===== src/rtl/div_32.sv =====
// 32-bit sequential restoring divider: one quotient bit per cycle, MSB first.
// Define DIV_32_SIGNED_EN to add two's-complement operands selected by 'sign'.
module div_32 (
    input  logic        clk,
    input  logic        reset,
    input  logic        start,
    input  logic [31:0] A,
    input  logic [31:0] B,
    input  logic        sign,
    output logic        busy,
    output logic        done,
    output logic [31:0] Quotient,
    output logic [31:0] Remainder,
    output logic        div_by_zero
);

    localparam logic [1:0] IDLE = 2'd0;
    localparam logic [1:0] RUN  = 2'd1;
    localparam logic [1:0] DONE = 2'd2;

    logic [1:0]  state;
    logic [5:0]  count;
    logic [31:0] dvd;
    logic [31:0] dvs;
    logic [31:0] rem;

    logic        accept;
    logic [31:0] a_mag;
    logic [31:0] b_mag;
    logic [32:0] trial;
    logic [31:0] rem_next;
    logic [31:0] quo_next;
    logic [31:0] q_final;
    logic [31:0] r_final;
    logic [31:0] zero_rem;

    assign accept = start && ((state == IDLE) || (state == DONE));

    // The dividend register shifts left each cycle; its vacated LSBs collect quotient bits.
    assign trial    = {rem, dvd[31]} - {1'b0, dvs};
    assign rem_next = trial[32] ? {rem[30:0], dvd[31]} : trial[31:0];
    assign quo_next = {dvd[30:0], ~trial[32]};

`ifdef DIV_32_SIGNED_EN
    logic a_neg;
    logic b_neg;
    logic neg_q;
    logic neg_r;

    assign a_neg = sign & A[31];
    assign b_neg = sign & B[31];
    assign a_mag = a_neg ? -A : A;
    assign b_mag = b_neg ? -B : B;

    always_ff @(posedge clk or posedge reset) begin
        if (reset) begin
            neg_q <= 1'b0;
            neg_r <= 1'b0;
        end else if (accept) begin
            neg_q <= a_neg ^ b_neg;
            neg_r <= a_neg;
        end
    end

    // Negating the stored magnitude restores the original A for the zero-divisor case.
    assign q_final  = neg_q ? -quo_next : quo_next;
    assign r_final  = neg_r ? -rem_next : rem_next;
    assign zero_rem = neg_r ? -dvd : dvd;
`else
    logic unused_sign;

    assign unused_sign = sign;
    assign a_mag    = A;
    assign b_mag    = B;
    assign q_final  = quo_next;
    assign r_final  = rem_next;
    assign zero_rem = dvd;
`endif

    always_ff @(posedge clk or posedge reset) begin
        if (reset) begin
            state       <= IDLE;
            count       <= 6'd0;
            dvd         <= 32'd0;
            dvs         <= 32'd0;
            rem         <= 32'd0;
            busy        <= 1'b0;
            done        <= 1'b0;
            div_by_zero <= 1'b0;
            Quotient    <= 32'd0;
            Remainder   <= 32'd0;
        end else begin
            case (state)
                IDLE, DONE: begin
                    done        <= 1'b0;
                    div_by_zero <= 1'b0;
                    if (accept) begin
                        dvd   <= a_mag;
                        dvs   <= b_mag;
                        rem   <= 32'd0;
                        count <= 6'd0;
                        busy  <= 1'b1;
                        state <= RUN;
                    end else begin
                        state <= IDLE;
                    end
                end
                RUN: begin
                    if (dvs == 32'd0) begin
                        Quotient    <= 32'hFFFF_FFFF;
                        Remainder   <= zero_rem;
                        div_by_zero <= 1'b1;
                        done        <= 1'b1;
                        busy        <= 1'b0;
                        state       <= DONE;
                    end else begin
                        dvd <= quo_next;
                        rem <= rem_next;
                        if (count == 6'd31) begin
                            Quotient    <= q_final;
                            Remainder   <= r_final;
                            div_by_zero <= 1'b0;
                            done        <= 1'b1;
                            busy        <= 1'b0;
                            state       <= DONE;
                        end else begin
                            count <= count + 6'd1;
                        end
                    end
                end
                default: begin
                    busy  <= 1'b0;
                    done  <= 1'b0;
                    state <= IDLE;
                end
            endcase
        end
    end

endmodule

===== config.mk =====
export PLATFORM = sky130hd
export DESIGN_NAME = div_32
export DESIGN_NICKNAME = d
export VERILOG_FILES = /design/src/rtl/div_32.sv
export SDC_FILE = /design/constraint.sdc
export NUM_CORES = 1
export LEC_CHECK = 0
export CAP_MARGIN = 20
export CELL_PAD_IN_SITES_DETAIL_PLACEMENT = 2
export CELL_PAD_IN_SITES_GLOBAL_PLACEMENT = 2
export CORE_ASPECT_RATIO = 1.75
export CORE_MARGIN = 8
export CORE_UTILIZATION = 30
export CTS_CLUSTER_SIZE = 10
export DETAILED_ROUTE_END_ITERATION = 16
export GPL_TIMING_DRIVEN = 0
export PLACE_DENSITY_LB_ADDON = 0.1
export SYNTH_ARGS = -nofsm -noshare
export SYNTH_HDL_FRONTEND = slang
export SYNTH_SLANG_ARGS = --single-unit
export TNS_END_PERCENT = 1

===== constraint.sdc =====
create_clock -name clk -period 12.35 [get_ports clk]
set_input_delay 2.47 -clock clk [delete_from_list [all_inputs] [get_ports clk]]
set_output_delay 2.47 -clock clk [all_outputs]
set_load 0.01 [all_outputs]

* Word level (Yosys, flattened, before mapping) *
Index checks and enable logic that the tools add are counted.
Widths: inputs -> output; s select.

operators by class
  add/sub/neg operators = 2
  multiply operators = 0
  divide/modulo/power cells = 0
  magnitude comparators = 0
  equality and inequality tests = 7
  shifts and indexed selects = 0
  multiplexer cells = 28
  bitwise operators = 1
  reduce and logical (&&, ||, !) cells = 13

operators with widths
  kind                 count
  $mux 32              9
  $pmux 32 s2          2
  $sub 33x32->33       1
  $logic_not 32->1     1
  $mux 6               3
  $pmux 6 s2           1
  $mux 1               8
  $reduce_and 2->1     4
  $add 6x1->6 const B  1
  $eq 6x5->1 const B   1
  $ne 2x2->1 const B   3
  $mux 2               2
  $pmux 1 s2           2
  $pmux 2 s2           1
  $reduce_and 4->1     1
  $reduce_bool 2->1    2
  $ne 3x3->1 const B   1
  $reduce_and 3->1     1
  $eq 2x1->1 const B   1
  $eq 2x2->1 const B   1
  $logic_not 2->1      1
  $reduce_or 2->1      1
  $logic_and 1x1->1    1
  $logic_or 1x1->1     1
  $not 1->1            1

word-level totals
  register bits = 171
  bits in latches = 0
  RAM bits = 0
  bits in read-only memories = 0
  bits of input ports = 68
  logic and storage cells = 61
  memories kept = 0

* Longest topological paths before layout *
Gate-level depths: netlist (run 1).

  depth in word-level cells = 5
  mapped depth = 13
  depth with buffers taken out = 11

* Least setup slack after synthesis (run 1) *
No wires, ideal clock.

  kind = input port to flip-flop
  start = in start
  end = reg dvd[0]
  library setup time = 0.083 ns
  arrival time = 3.657 ns
  slack = 8.610 ns
  cell stages on the path = 7
  cell sequence = nor2b_1 -> clkbuf_1 -> nor2_1 -> clkbuf_1 -> buf_1 -> nand2_1 -> o21ai_0

between the ends
  cells in the longest elaborated chain, start to end = 3

RTL lines
  item                               line  text
  start: declaration                 6     input logic start,
  $logic_and 1x1->1                  37    assign accept = start && ((state == IDLE) || (state == DONE));
  $ne 2x2->1 (no source line)        --
  $reduce_and 3->1 (no source line)  --
  end signal: assignment             98    dvd <= a_mag;
  end signal: assignment             117   dvd <= quo_next;
  end: declaration                   23    logic [31:0] dvd;

No other way between the ends.
A chain may end at the register's enable or synchronous reset.

* Final worst setup path (run 1) *
  start = in start
  end = reg dvd[30]

The elaborated chain is that of the path after synthesis.

==> results.yml, run 1 <==
route:
  met2_wirelength_um: 21600
  top_signal_layer_used: "met4"
  dr_wl_met3_um: 1387
  drt-vias-per-instance: 5.477
  drt_drc_violations_left: 0
  postRouteWirelength_um: 39060
  drtIter0Drc: 271
  ant_nets: 0
  via_count: 8905
  detail_route.wl_per_cell_um: 24.02
  wire_length_the_detailed_router_placed_on_met1_um: 15250
  drt-pass1-iter-count: 4
clock_tree:
  cts_max_level: 4
  number_of_buffers_created_by_cts: 17
  cts.reportedPaths.clkPinSlew_ns: 0.07
  clkSinkCount: 170
  cts.root.buffer_cell: "clkbuf_16"
  tritoncts: "yes"
  clk_path_buf_depth: 2
  postcts_setup_bufs: 0
  quantity_of_gates_resized_following_cts: 0
  cts.hold.buffers_added: 0
  insertion_delay_ns: 0.46
worst_setup_path:
  worst-endpoint-arrival_ns: 5.03
  r2r.worst_path.cells: 13
  crit_chain: "clkdlybuf4s50_1 > nor2b_1 > clkbuf_1 > nor2_1 > clkbuf_1 > clkbuf_1 > nand2_1 > o21ai_0"
  crit-reg2reg-capture: "Remainder[14]"
  cp_num_buf_inv: 4
  critical_path.max_fanout: 10
  cpMostUsedCell: "clkbuf_1"
  crit_slowest_cell: "clkbuf_1"
  timing.critical_path.required_ns: 12.72
  crit_path_start_kind: "input pin"
  timing.critical_path.max_delay_family: "buffers and inverters"
  rrSetupSlack_ns: 8.31
  r2r_start: "dvd[31]"
  max_stage_delay_ns: 0.67
  timing_worst_setup_path_type: "in2reg"
  timing.critical_path.to_type: "register"
yosys:
  yosys.area.top_type: "dfrtp_1"
  synthFlopType: "dfrtp_1"
  top_cells_by_area_synth: "dfrtp_1 (44%), o21ai_0 (6.5%), nand2_1 (5.3%)"
  netlist_instances: 1060
  synth-async-reset-ratio: 1.000
  yosysWarnings: 0
  synth_seq_cells: 170
  avgSynthCellArea_um2: 9.169
  syn-cell-area_um2: 9719
  postSynthNetCount: 1162
  count_of_cell_types_in_the_netlist: 70
  synth_top_area_frac: 0.4377
  count_of_flip_flops_with_a_built_in_enable_after_synthesis: 0
  ys_top_cells_by_count: "dfrtp_1 (170), nand2_1 (136), o21ai_0 (127)"
  yosys.cell_count.top_type: "dfrtp_1"
  synth-seq-area-share: 0.4377
global_routing:
  grt_antenna_before_repair: 0
  maximum_number_of_pins_on_one_net_before_global_route_repair: 98
  gr-usage-all-layers: 0.2050
  global_route.overflow_total: 0
  grt_first_pass_wirelength_um: 61000
  first_global_vias: 10310
die:
  standard_cell_core_area_um2: 32110
  area_of_the_die_um2: 38640
  core.rowCount: 87
  io_pins: 135
  die-height_um: 254.1
  chipWidth_um: 152.1
  initial_core_util: 0.3027
power:
  post-layout-total-power_w: 0.004482
  pwr-share-seq: 0.241
  power.density_nw_per_um2: 368.2
  power_leakage_nw: 4.936
  power_frac_clock: 0.125
  power.share.switching: 0.5040
  p_sw_w: 0.002259
  internal_power_w: 0.002223
  vdd.ir_drop.worst_mv: 0.1361
  combinationalPowerShare: 0.634
cells_and_area:
  count_of_antenna_diodes_in_the_layout: 0
  fin_nets: 1315
  synthToLayoutAreaGrowth_pct: 25.23
  layout-drive-gt1-share: 0.05220
  filler_cell_count: 3517
  design_area_um2: 12170
placed_design:
  place.port_buffers: 133
  gp_congestion: 0.8200
  place_ws_ns: 7.185
  dp_hpwl_um: 31190
  instance_area_after_placement_um2: 11590
sta:
  clock-skew-final_ns: 0.01342
  period_minus_slack_ns: 4.663
  fin_ws_ns: 7.687
  setup_violations: 0
  finalHoldViolCount: 0
  slew-limit-headroom: 0.4158
  clock.fmax_mhz: 214.5
  timing.final.max_slew_violations: 0
  totalNegativeSetupSlack_ns: 0
  worst-slew-pin-transition_ns: 0.8764
  final.period_utilization: 0.3775
  grt_setup_unrepaired: "false"
status:
  outcome: "complete, no violations"
flow_run:
  max_cap_violations: 0
hold_path:
  worst_hold_path.num_cells: 2
  hold-path-endpoint: "Remainder[27]"
  hold_path.class: "reg2reg"
  hold_path.startpoint: "Remainder[27]"
==> worst max-delay path by stage <==
stage               start            to  slack [ns]  cells after the start
floorplan           reset   Quotient[0]        5.28                      1
global placement    reset  Quotient[24]        2.24                      2
detailed placement  start        rem[7]        7.18                      8
CTS                 start       dvd[30]        7.64                      8
global route        start       rem[15]        7.45                      8
finish              start       dvd[30]        7.69                      8
==> flip-flops by register name, indices dropped and copies added (netlist names), 6 cells and up <==
| register | count |
|---|---|
| Remainder | 32 |
| rem | 32 |
| dvd | 32 |
| dvs | 32 |
| Quotient | 32 |
| count | 6 |
==> placed cells by master (no fill, tap or decap), types with 13 or more instances in the layout <==
master / instances
nand3_1: 25
or3_1: 15
o22a_1: 32
clkdlybuf4s50_1: 133
o211ai_1: 23
nand2_1: 136
dfrtp_1: 170
clkbuf_1: 55
a21o_1: 18
inv_1: 39
clkbuf_16: 17
o21ai_0: 127
nor2_1: 43
xnor2_1: 13
mux2i_1: 44
a211oi_1: 16
ha_1: 33
a21oi_1: 66
a221oi_1: 17
==> worst register-to-register path, delay by kind of cell, from the launching register on <==
kind,cells,cell delay (ns)
AOI/OAI and AO/OA,5,1.51
adders and majority gates,2,0.71
DFF,1,0.46
buffers and inverters,3,0.43
muxes,1,0.40
and+or+nand+nor,2,0.38
==> power groups by stage <==
stage          Sequential [W]  Combinational (W)  Clock, W
2_1_floorplan         0.00102            0.00187         0
3_3_place_gp          0.00109            0.00278         0
3_5_place_dp          0.00109            0.00286         0
4_1_cts               0.00109            0.00288  0.000574
5_1_grt               0.00112            0.00313  0.000590
6_report              0.00108            0.00284  0.000559
==> per-layer routing <==
metal / global-route usage / vias up
met5: 0 / -
met4: 0.06481 / 0
met3: 0.04426 / 45
met2: 0.4010 / 150
met1: 0.2132 / 4535
li1: - / 4175
==> metrics by stage <==
step | instances | hold slack [ns] | utilization
6_report | 1626 | 0.5060 | 0.3790
5_1_grt | 1626 | 0.5329 | 0.3790
4_1_cts | 1626 | 0.5139 | 0.3790
3_5_place_dp | 1594 | 0.4962 | 0.3608
3_3_place_gp | 1593 | 0.4813 | 0.3597
2_1_floorplan | 1060 | 0.4674 | -
==> logic make-up after synthesis <==
group                      Yosys count  synth area share
AOI/OAI and AO/OA                  376            0.2548
xor gates and xnor gates            24           0.02163
adders and majority gates           34           0.04454
buffers and inverters              114           0.04866
DFF                                170            0.4377
muxes                               46           0.04763
and+or+nand+nor                    296            0.1451
==> area by class of cell <==
class	instances	area (µm²)	share of cell area
Inverter	41	161.4	0.01326
Tap cell	400	500.5	0.04112
Clock inverter	14	156.4	0.01285
Buffer	73	319.1	0.02621
Multi-Input combinational cell	776	4992	0.4102
Clock buffer	18	429.2	0.03526
Timing Repair Buffer	134	1359	0.1116
Sequential cell	170	4254	0.3495
No activity file was read; power rests on OpenSTA's default activity.
==> run 2, diff against run 1 <==
==> constraint.sdc (replaced) <==
create_clock -name clk -period 4.3 [get_ports clk]
set_input_delay 0.86 -clock clk [delete_from_list [all_inputs] [get_ports clk]]
set_output_delay 0.86 -clock clk [all_outputs]
set_load 0.01 [all_outputs]
==> run 2 against run 1 <==
Non-clock buffer count increased by 4. Total power increased to 2.9 times the previous value. Clock power increased to 2.8 times the previous value. Clock skew decreased by 0.0038 ns. Via count decreased by 0.31%. Sequential share of layout area decreased by 0.21 points. Sequential power increased to 2.9 times the previous value. Sequential cell count unchanged. Global-route usage decreased by 0.089 points. Hold slack improved by 0.0050 ns.
==> results.yml, run 2 (same netlist as run 1, synthesis figures left out) <==
placed_design:
  instance_area_after_placement_um2: 11650
  gp_congestion: 0.8310
  place.port_buffers: 133
  dp_hpwl_um: 31410
  placed_cells_incl_taps: 1598
sta:
  slew-limit-headroom: 0.4509
  totalNegativeSetupSlack_ns: 0
  setup_violations: 0
  final.period_utilization: 0.9388
  period_minus_slack_ns: 4.037
  worst-slew-pin-transition_ns: 0.8236
  clock-skew-final_ns: 0.009635
  timing.final.max_slew_violations: 0
  clock.fmax_mhz: 247.7
  finalHoldViolCount: 0
  grt_setup_unrepaired: "false"
worst_setup_path:
  crit_path_start_kind: "register"
  timing_worst_setup_path_type: "reg2reg"
  crit_chain: "inv_1 > ha_1 > fa_1 > nand2b_1 > a21oi_1 > o21a_1 > a211oi_4 > o31ai_1 > or2_1 > buf_6 > buf_6 > mux2i_1 > o21ai_0"
  crit_slowest_cell: "o31ai_1"
  timing.critical_path.to_type: "register"
  rrSetupSlack_ns: 0.26
  cpMostUsedCell: "buf_6"
  worst-endpoint-arrival_ns: 4.34
  critical_path.max_fanout: 10
  max_stage_delay_ns: 0.56
  timing.critical_path.required_ns: 4.61
power:
  power_leakage_nw: 4.964
  power.density_nw_per_um2: 1049
  post-layout-total-power_w: 0.01284
  vdd.ir_drop.worst_mv: 0.3801
route:
  drt_drc_violations_left: 0
  drt-vias-per-instance: 5.446
  drt-pass1-iter-count: 4
  drtIter0Drc: 233
  postRouteWirelength_um: 38730
  ant_nets: 0
  via_count: 8877
  detail_route.wl_per_cell_um: 23.76
die:
  chipWidth_um: 152.1
  io_pins: 135
  core.rowCount: 87
  standard_cell_core_area_um2: 32110
  die-height_um: 254.1
  initial_core_util: 0.3027
  area_of_the_die_um2: 38640
clock_tree:
  tritoncts: "yes"
  clkSinkCount: 170
  cts_max_level: 4
  cts.reportedPaths.clkPinSlew_ns: 0.08
  number_of_buffers_created_by_cts: 17
  clk_path_buf_depth: 2
  cts.hold.buffers_added: 0
  cts.root.buffer_cell: "clkbuf_16"
  insertion_delay_ns: 0.46
global_routing:
  first_global_vias: 10241
  grt_first_pass_wirelength_um: 61050
  gr-usage-all-layers: 0.2041
  global_route.overflow_total: 0
  grt_antenna_before_repair: 0
  maximum_number_of_pins_on_one_net_before_global_route_repair: 40
cells_and_area:
  fin_nets: 1319
  most-common-layout-cells: "dfrtp_1 (170), nand2_1 (136), clkdlybuf4s50_1 (133), o21ai_0 (127), a21oi_1 (66)"
  finish.utilization: 0.3813
  final_common_cell: "dfrtp_1"
  design_area_um2: 12250
  count_of_antenna_diodes_in_the_layout: 0
  synthToLayoutAreaGrowth_pct: 25.99
  post_layout_nonfiller_instances: 1630
  filler_cell_count: 3535
  layout-drive-gt1-share: 0.05691
flow_run:
  max_cap_violations: 0
hold_path:
  hold_path.class: "reg2reg"
status:
  outcome: "complete, no violations"
[run 2: cell count changes in the layout (fill, tap and decap cells not counted), sizes merged]
cell,change
clkinvlp,+2
inv,-1
bufinv,-1
buf,+4
[run 2: through the flow]
stage / setup WS [ns] / hold WS [ns]
3_5_place_dp: 0.1963 / 0.4964
5_1_grt: 0.08237 / 0.5279
2_1_floorplan: 1.245 / 0.4674
3_3_place_gp: -0.5180 / 0.4810
4_1_cts: 0.1979 / 0.5147
6_report: 0.2631 / 0.5110
[run 2: worst max-delay path: cells and delay by family, from the launching register on]
| family | cells | cell delay [ns] |
|---|---|---|
| compound gates | 5 | 1.51 |
| fa+ha+maj | 2 | 0.71 |
| buf+inv | 3 | 0.44 |
| flops | 1 | 0.48 |
| simple gates | 2 | 0.38 |
| mux | 1 | 0.36 |
[run 2: what timing repair did]
action / 4_1_cts / 5_1_grt
endpoints found under the setup margin: 0 / 1
resized for setup: 0 / 2
setup buffers: 0 / 0
[run 2: worst paths after layout]
check	start	to	depth (start not counted)
worst max register to register	dvd[31]	rem[15]	13
worst max-delay path	dvd[31]	rem[15]	13
min in group asynchronous	reset	dvs[1]	2
worst min-delay path	Remainder[25]	Remainder[25]	2
worst min register to register	Remainder[25]	Remainder[25]	2
max in group asynchronous	reset	Quotient[21]	5
[run 2: routing by layer]
metal	vias to the layer above	global-route usage	share of wire
li1	4193	-	-
met4	0	0.06137	0.017
met5	-	0	0
met2	126	0.4037	0.56
met1	4522	0.2150	0.39
met3	36	0.03575	0.029
[run 2: area by class of cell]
cell class | count | area [µm²] | area share
Multi-Input combinational cell | 776 | 4992 | 0.4077
Sequential cell | 170 | 4254 | 0.3474
Timing Repair Buffer | 138 | 1431 | 0.1169
Tap cell | 400 | 500.5 | 0.04087
Clock buffer | 18 | 439.2 | 0.03586
Buffer | 73 | 320.3 | 0.02616
Inverter | 41 | 157.7 | 0.01287
Clock inverter | 14 | 150.1 | 0.01226
[run 2: power breakdown]
group	internal, W	switching (W)	total [W]
sequential	0.00237	0.000728	0.00310
combinational	0.00320	0.00497	0.00816
clock	0.000791	0.000791	0.00158
total	0.00636	0.00649	0.0128
==> run 3, diff against run 2 <==
--- a/config.mk
+++ b/config.mk
@@ -5,6 +5,7 @@
 export SDC_FILE = /design/constraint.sdc
 export NUM_CORES = 1
 export LEC_CHECK = 0
+export ABC_AREA = 0
 export CAP_MARGIN = 20
 export CELL_PAD_IN_SITES_DETAIL_PLACEMENT = 2
 export CELL_PAD_IN_SITES_GLOBAL_PLACEMENT = 2
@@ -14,7 +15,7 @@
 export CTS_CLUSTER_SIZE = 10
 export DETAILED_ROUTE_END_ITERATION = 16
 export GPL_TIMING_DRIVEN = 0
-export PLACE_DENSITY_LB_ADDON = 0.1
+export PLACE_DENSITY = 0.68
 export SYNTH_ARGS = -nofsm -noshare
 export SYNTH_HDL_FRONTEND = slang
 export SYNTH_SLANG_ARGS = --single-unit
==> run 3 against run 2 <==
Die area unchanged. Sequential cell count is the same. Register-to-register slack got worse by 0.02 ns. Clock power grew 6%. Via count increased by 0.89%. Hold slack got worse by 0.0015 ns. Global-route usage increased by 0.36 points. Critical endpoint unchanged. Largest cell class unchanged. Largest power group unchanged.
==> results.yml, run 3 (same netlist as run 1, synthesis figures left out) <==
global_routing:
  gr-usage-all-layers: 0.2077
  global_route.overflow_total: 0
  maximum_number_of_pins_on_one_net_before_global_route_repair: 35
  grt_antenna_before_repair: 0
  first_global_vias: 10453
  grt_first_pass_wirelength_um: 61760
sta:
  grt_setup_unrepaired: "false"
  worst-slew-pin-transition_ns: 0.8375
  fin_ws_ns: 0.2454
  finalHoldViolCount: 0
  timing.final.max_slew_violations: 0
  slew-limit-headroom: 0.4417
  setup_violations: 0
  clock-skew-final_ns: 0.01113
  period_minus_slack_ns: 4.055
  clock.fmax_mhz: 246.6
  final.period_utilization: 0.9429
power:
  vdd.ir_drop.worst_mv: 0.4086
  p_sw_w: 0.006512
  power.density_nw_per_um2: 1059
  power_frac_clock: 0.129
  pwr-share-seq: 0.239
  combinationalPowerShare: 0.632
  internal_power_w: 0.006504
  power.share.switching: 0.5003
  power_leakage_nw: 4.980
placed_design:
  dp_hpwl_um: 31820
  gp_congestion: 0.8386
  place_ws_ns: 0.1283
  place.port_buffers: 133
clock_tree:
  clkSinkCount: 170
  clk_path_buf_depth: 2
  number_of_buffers_created_by_cts: 17
  postcts_setup_bufs: 0
  insertion_delay_ns: 0.46
  cts.root.buffer_cell: "clkbuf_16"
  cts_max_level: 4
  cts.reportedPaths.clkPinSlew_ns: 0.08
  tritoncts: "yes"
worst_setup_path:
  critical_path.max_fanout: 10
  timing.critical_path.to_type: "register"
  timing_worst_setup_path_type: "reg2reg"
  rrSetupSlack_ns: 0.25
  worst_setup_path_startpoint: "dvs[1]"
  r2r.worst_path.cells: 9
  r2r_start: "dvs[1]"
  crit_path_start_kind: "register"
  worst-endpoint-arrival_ns: 4.43
  crit-reg2reg-capture: "rem[15]"
  timing.critical_path.required_ns: 4.68
die:
  core.rowCount: 87
  initial_core_util: 0.3027
  io_pins: 135
  standard_cell_core_area_um2: 32110
  area_of_the_die_um2: 38640
  die-height_um: 254.1
  chipWidth_um: 152.1
route:
  drtIter0Drc: 286
  postRouteWirelength_um: 39350
  drt-pass1-iter-count: 4
  drt_drc_violations_left: 0
  detail_route.wl_per_cell_um: 24.14
  drt-vias-per-instance: 5.494
  ant_nets: 0
  via_count: 8956
hold_path:
  worst_hold_path.num_cells: 2
  hold-path-endpoint: "Remainder[25]"
  hold_path.class: "reg2reg"
  hold_path.startpoint: "Remainder[25]"
cells_and_area:
  final_common_cell: "dfrtp_1"
  layout-drive-gt1-share: 0.05691
  finish.utilization: 0.3826
  fin_nets: 1319
  most-common-layout-cells: "dfrtp_1 (170), nand2_1 (136), clkdlybuf4s50_1 (133), o21ai_0 (127), a21oi_1 (66)"
  synthToLayoutAreaGrowth_pct: 26.42
  count_of_antenna_diodes_in_the_layout: 0
status:
  outcome: "complete, no violations"
flow_run:
  max_cap_violations: 0
run 3: power by group through the flow:
stage | Sequential (W) | Combinational [W] | Clock, W
after floorplan | 0.00293 | 0.00536 | 0
after global placement | 0.00312 | 0.00794 | 0
after detailed placement | 0.00314 | 0.00822 | 0
after CTS | 0.00312 | 0.00830 | 0.00174
after global routing | 0.00320 | 0.00904 | 0.00179
final | 0.00311 | 0.00822 | 0.00168
run 3: final cells by class:
| type | instances | area, µm² |
|---|---|---|
| fillers | 3540 | 19830 |
| well taps | 400 | 500.5 |
| clock inverters | 14 | 185.2 |
| clock buffers | 18 | 429.2 |
| multi-input cells | 776 | 5002 |
| plain buffers | 73 | 319.1 |
| flip-flops and latches | 170 | 4254 |
| repair buffers | 138 | 1439 |
| inverters | 41 | 157.7 |
run 3: metal layers:
metal	up-vias	wire [µm]	global-route usage
met1	4586	15090	0.2126
met3	45	1124	0.03813
met5	-	0	0
met4	0	939	0.07026
li1	4186	-	-
met2	139	22190	0.4137
run 3: worst max-delay path by stage:
| stage | endpoint | cells after the start |
|---|---|---|
| 6_report | rem[15] | 9 |
| 5_1_grt | dvd[12] | 9 |
| 4_1_cts | Remainder[12] | 13 |
| 3_5_place_dp | Remainder[12] | 13 |
| 3_3_place_gp | Quotient[25] | 2 |
| 2_1_floorplan | Remainder[23] | 12 |
run 3: critical path, stage by stage, from the launching register on:
cell      delay, ns
dfrtp_1        0.44
nor4_1         0.53
nand4_1        0.36
nor2_1         0.67
nor2_1         0.19
nor2_1         0.41
clkbuf_1       0.64
clkbuf_1       0.51
nand2_1        0.12
o21ai_0        0.10
run 3: timing repair:
action | CTS | global route
hold endpoints to repair | 0 | 0
gates resized for setup | 0 | 2
hold buffers | 0 | 0
setup endpoints to repair | 0 | 5
run 3: per-stage QoR:
stage                     std cells  instance area, µm²  TNS [ns]  total power, W  hold WS [ns]
after floorplan                1060                9723         0        0.008291        0.4674
after global placement         1593               11550    -82.48         0.01107        0.4802
after detailed placement       1598               11660         0         0.01136        0.4963
after CTS                      1630               12280         0         0.01316        0.5140
after global routing           1630               12290         0         0.01403        0.5333
final                          1630               12290         0         0.01302        0.5095
